File: src/rtl/packet_transmitter.sv
// Output-port transmitter: drains one per-port packet buffer onto the byte-wide router link.
// Build option PKT_TX_CRC_REGEN_EN replaces the stored CRC byte with an XOR of SRC, DST, SIZE and DATA.
module packet_transmitter #(
    parameter int PTR_SZ = 4,
    parameter int UWIDTH = 8
) (
    input  logic              clk1,
    input  logic              rst,
    input  logic              pkt_avail_i,
    input  logic [UWIDTH-1:0] rdata_i,
    output logic [PTR_SZ-1:0] raddr_o,
    output logic              rinc_o,
    input  logic              stop_packet_send,
    output logic              packet_valid_o,
    output logic [UWIDTH-1:0] pdata_o,
    output logic              busy_o
);

    typedef enum logic [2:0] {
        IDLE = 3'd0,
        SRC  = 3'd1,
        DST  = 3'd2,
        SIZE = 3'd3,
        DATA = 3'd4,
        CRC  = 3'd5,
        GAP  = 3'd6
    } state_t;

    state_t     state;
    logic [2:0] data_cnt;
`ifdef PKT_TX_CRC_REGEN_EN
    logic [UWIDTH-1:0] crc_acc;
`endif

    assign busy_o = (state != IDLE);

    always_ff @(posedge clk1) begin
        if (rst) begin
            state          <= IDLE;
            raddr_o        <= '0;
            rinc_o         <= 1'b0;
            packet_valid_o <= 1'b0;
            pdata_o        <= '0;
            data_cnt       <= '0;
`ifdef PKT_TX_CRC_REGEN_EN
            crc_acc        <= '0;
`endif
        end else begin
            rinc_o <= 1'b0;
            case (state)
                IDLE: begin
                    packet_valid_o <= 1'b0;
`ifdef PKT_TX_CRC_REGEN_EN
                    crc_acc        <= '0;
`endif
                    // Backpressure only gates the start; a started packet always runs to its CRC.
                    if (pkt_avail_i && !stop_packet_send) state <= SRC;
                end
                SRC, DST, SIZE, DATA, CRC: begin
                    pdata_o        <= rdata_i;
                    packet_valid_o <= 1'b1;
                    raddr_o        <= raddr_o + PTR_SZ'(1);
`ifdef PKT_TX_CRC_REGEN_EN
                    if (state != CRC) crc_acc <= crc_acc ^ rdata_i;
`endif
                    case (state)
                        SRC: state <= DST;
                        DST: state <= SIZE;
                        SIZE: begin
                            data_cnt <= rdata_i[2:0];
                            state    <= (rdata_i[2:0] != 3'd0) ? DATA : CRC;
                        end
                        DATA: begin
                            data_cnt <= data_cnt - 3'd1;
                            if (data_cnt == 3'd1) state <= CRC;
                        end
                        default: begin
                            rinc_o <= 1'b1;
                            state  <= GAP;
`ifdef PKT_TX_CRC_REGEN_EN
                            pdata_o <= crc_acc;
`endif
                        end
                    endcase
                end
                GAP: begin
                    // One dead cycle lets the buffer retire the packet before IDLE looks at pkt_avail_i.
                    packet_valid_o <= 1'b0;
                    state          <= IDLE;
                end
                default: begin
                    packet_valid_o <= 1'b0;
                    state          <= IDLE;
                end
            endcase
        end
    end

endmodule

File: config.mk
export PLATFORM = sky130hd
export DESIGN_NAME = packet_transmitter
export DESIGN_NICKNAME = d
export VERILOG_FILES = /design/src/rtl/packet_transmitter.sv
export SDC_FILE = /design/constraint.sdc
export NUM_CORES = 1
export LEC_CHECK = 0
export ABC_AREA = 1
export CAP_MARGIN = 20
export CORE_UTILIZATION = 46
export DETAILED_ROUTE_END_ITERATION = 12
export PLACE_DENSITY = 0.88
export SYNTH_ARGS = -nofsm -noshare
export SYNTH_HDL_FRONTEND = slang
export SYNTH_SLANG_ARGS = --single-unit
export TNS_END_PERCENT = 5
File: constraint.sdc
create_clock -name clk1 -period 1.6 [get_ports clk1]
set_clock_uncertainty 0.05 [all_clocks]
set_input_delay 0.24 -clock clk1 [delete_from_list [all_inputs] [get_ports clk1]]
set_output_delay 0.24 -clock clk1 [all_outputs]
set_load 0.02 [all_outputs]
; Word-level counts from Yosys, hierarchy flattened
; Cells that the tools add are included.
[word_totals]
register_bits = 20
inputBits = 12
out_inout_bits = 15
wordCells = 36
[op_classes]
add_sub_neg = 2
n_eq_ne = 8
mux = 8
bitwise = 1
reduce_logical = 11
[op_table]
columns = op, n
row1 = $pmux 3 s2, 2
row2 = $pmux 3 s4, 1
row3 = $eq 3x1->1 const B, 2
row4 = $eq 3x2->1 const B, 2
row5 = $eq 3x3->1 const B, 2
row6 = $mux 3, 2
row7 = $reduce_bool 3->1, 2
row8 = $reduce_or 5->1, 1
row9 = $add 4x1->4 const B, 1
row10 = $reduce_and 2->1, 2
row11 = $reduce_or 4->1, 1
row12 = $logic_not 3->1, 1
row13 = $mux 1, 3
row14 = $ne 3x3->1 const B, 1
row15 = $sub 3x1->3 const B, 1
row16 = $ne 2x2->1 const B, 1
row17 = $reduce_bool 2->1, 1
row18 = $reduce_or 2->1, 1
row19 = $logic_and 1x1->1, 1
row20 = $logic_not 1->1, 1
row21 = $not 1->1, 1

; Logic depth before layout (Yosys ltp)
[logic_depth]
ltp_word = 4
ltp_mapped = 9
mapped_depth_nobuf = 8

; Least setup slack after synthesis
; OpenSTA, ideal clock, no wires.
[synth_timing]
kind = flip-flop to flip-flop
start = register data_cnt[0]
end = register data_cnt[1]
setup_ps = 57
arrival_time_ps = 1078
required_time_ps = 1493
path_slack_ps = 416
stages_incl_launch_ff = 7
path_buffers = 0
synth_period_minus_slack_ps = 1184
path_cell_list = dfxtp_1 > inv_1 > ha_1 > or2_2 > nand3_1 > nand2_1 > inv_1
[synth_via]
elab_chain_cells = 2
[synth_lines]
columns = element, line_no
row1 = from (decl), 30  ; logic [2:0] data_cnt;
row2 = from (signal assigned), 70  ; data_cnt <= rdata_i[2:0];
row3 = from (signal assigned), 74  ; data_cnt <= data_cnt - 3'd1;
row4 = $sub 3x1->3, 74
row5 = $pmux 3 s2, 66  ; case (state)
; No other way between the ends.
; A chain may end at the register's enable or synchronous reset.

; Worst setup path after layout
[layout_timing]
start = register pdata_o[4]
end = output port pdata_o[4]
[layout_lines]
columns = element, line_no
row1 = from (decl), 15  ; output logic [UWIDTH-1:0] pdata_o,
row2 = from (signal assigned), 60  ; pdata_o <= rdata_i;
; No word-level cell between the ends.

==> results.md <==
- Yosys top cell area share: 0.405
- CP delay by family, top: buffers and inverters
- Die ar.: 0.00234 mm^2
- Wirelength per Cell: 10.9 um
- GPL Wtd Cong: 0.844
- Final setup fails: 0
- Hold/Removal Path Class: in -> reg
- Final Cycle Share: 0.968
- Critical path class: reg -> out
- DP Area: 0.00129 mm^2
- Final Instance Area: 0.00133 mm^2
- H-tree depth: 1
- Max Freq: 645 MHz
- Inserted Diodes: 0
- Setup ws final: 0.0506 ns
- # rows: 16
- Largest stage delay, worst path: 0.60 ns
- CTS Sinks: 20
- Synth warn: 0
- Root buffer cell: clkbuf_4
- Final Max Tran Viols: 0
- Synth area leader: dfxtp_1
- Post-Route WL: 2170 um
- Hold-fix buffers at CTS: 0
- Final core occ: 0.664
- Vias/cell: 4.95
- Initial Util: 0.494
- Crit path cell chain: clkdlybuf4s50_1
- PwrDens: 1270 mW/mm^2
- Status: complete, no violations
- Clock-pin slew on the worst setup and hold paths: 0.11 ns
- Number of DRC markers in iteration 0: 15
- Register area share after synthesis: 0.405
- CP startpoint: pdata_o[4]$_SDFFE_PP0P_
- Hold_sp: rdata_i[7]
- Final Hold Viols: 0
- Global route overflow: 0
- Antenna viol nets, final: 0
- Vias: 986
- Placement Setup Slack: 0.169 ns
- Post-synthesis cell count: 142
- Max Cap Viol: 0
- Initial antenna violation count: 0
- Distinct cells, synth: 21
- Syn avg cell area: 6.97 um^2
- TritonCTS Buffers: 3
- P_leak: 0.683 nW
- Crit Reg-Reg Startpoint: state[0]$_SDFFE_PP0P_
- Crit path capture type: output port
- Largest net degree at the start of global routing: 14
- Hpwl dp: 1580 um
- Final min period: 1.55 ns
- Detailed Routing Iterations Pass 1: 6
- Critical-path top delay cell: clkdlybuf4s50_1
- Least-Margin Pin Slew: 0.416 ns
- Max IR drop VDD: 0.699 mV
- Synth Register Bits: 20
- Max_slew headroom: 0.722
- # IOs: 27
- Setup TNS: 0 ns
- Width of the die: 48.4 um
- Critical Path AT: 1.26 ns
- CP bufs+invs: 1
- Synth area leaders: dfxtp_1, nor2_1, nand2_1, nand4_1, inv_1
- CTS Buffer Depth: 2
- CP Launch Type: flop
- Global-route wire length before repair: 3830 um
- PortBufs: 26
- Synthesized Nets: 157
- CTS tree: done
- Clk Latency, worst-skew pair: 0.31 ns
- Req. time, crit path: 1.31 ns
- Area Growth Syn to Fin: 34.4%
- Die height: 48.4 um
- Mapped cell area: 990 um^2
- Critical Path Fanout Max: 2
- Total GRT Usage: 0.212
- Fin nets: 188
- DRC violations left: 0
- Core ar.: 0.00200 mm^2
- Vias in the first global route: 881
- Layout cells sized above 1: 0.116
-- placed cells by master (no fill, tap or decap) --
cell type,n
a21oi_1,5
buf_4,6
clkbuf_4,3
clkbuf_8,1
clkdlybuf4s50_1,18
dfxtp_1,20
dlygate4sd2_1,5
dlymetal6s2s_1,3
ha_1,3
inv_1,21
inv_2,3
nand2_1,24
nand2_2,3
nand3_1,6
nand3_2,1
nand4_1,13
nor2_1,26
nor2_2,2
o211ai_1,1
o21ai_0,4
or2_2,1
xnor2_1,1
xor2_1,2
-- per-layer routing --
metal | GRT usage | vias to the layer above | wire length [um]
met2 | 0.345 | 35 | 1060
met4 | 0.132 | 0 | 47
met1 | 0.256 | 441 | 961
li1 | - | 505 | -
met3 | 0.0440 | 5 | 102
met5 | 0 | - | 0
-- registers in the layout, summed over array words and instances (netlist names) --
signal,cells
data_cnt,3
packet_valid_o,1
pdata_o,8
raddr_o,4
rinc_o,1
state,3
-- area by class of cell --
cell class	instances	area [um^2]
flip-flops and latches	20	400
multi-input cells	92	463
well taps	27	33.8
repair buffers	32	307
inverters	24	90.1
fillers	169	672
clock buffers	4	36.3
-- worst paths after layout --
path | depth (start not counted) | to | slack (ns)
setup / recovery | 1 | pdata_o[4] | 0.05
hold / removal | 3 | pdata_o[7]$_SDFFE_PP0P_ | 0.45
setup reg to reg | 6 | pdata_o[6]$_SDFFE_PP0P_ | 0.21
hold reg to reg | 2 | data_cnt[0]$_SDFFE_PP0P_ | 0.46
-- worst min-delay path, cell delays in order --
cell	delay, ns
clkdlybuf4s50_1	0.40
nor2_1	0.10
nor2_1	0.04
-- power by group --
group          internal, mW  switching [mW]  total (mW)
Combinational         0.316           0.418       0.733
Sequential            0.597          0.0581       0.655
Clock                 0.139           0.160       0.299
Total                  1.05           0.635        1.69
-- metrics by stage --
stage,total power [mW],std cells,hold WS (ns)
6_report,1.69,199,0.446
3_5_place_dp,1.42,195,0.453
4_1_cts,1.69,199,0.447
5_1_grt,1.82,199,0.460
2_1_floorplan,1.15,142,0.311
3_3_place_gp,1.40,195,0.429
-- Yosys cell counts --
cell type / instances
a21oi_1: 5
buf_2: 1
buf_4: 2
buf_6: 1
clkbuf_1: 2
dfxtp_1: 20
ha_1: 3
inv_1: 21
inv_2: 3
nand2_1: 24
nand2_2: 3
nand3_1: 6
nand3_2: 1
nand4_1: 13
nor2_1: 27
nor2_2: 1
o211ai_1: 1
o21ai_0: 4
or2_2: 1
xnor2_1: 1
xor2_1: 2
-- cell families after synthesis --
group           synth area share
fa+ha+maj                 0.0379
xor+xnor                  0.0266
flops                      0.405
buf+inv                    0.130
compound gates            0.0531
simple gates               0.348
-- what timing repair did --
item                       CTS  global route
hold endpoints to repair     0             0
setup endpoints to repair    5             4
setup buffers                0             0
resized for setup            5             4
No activity file was read; power rests on OpenSTA's default activity.
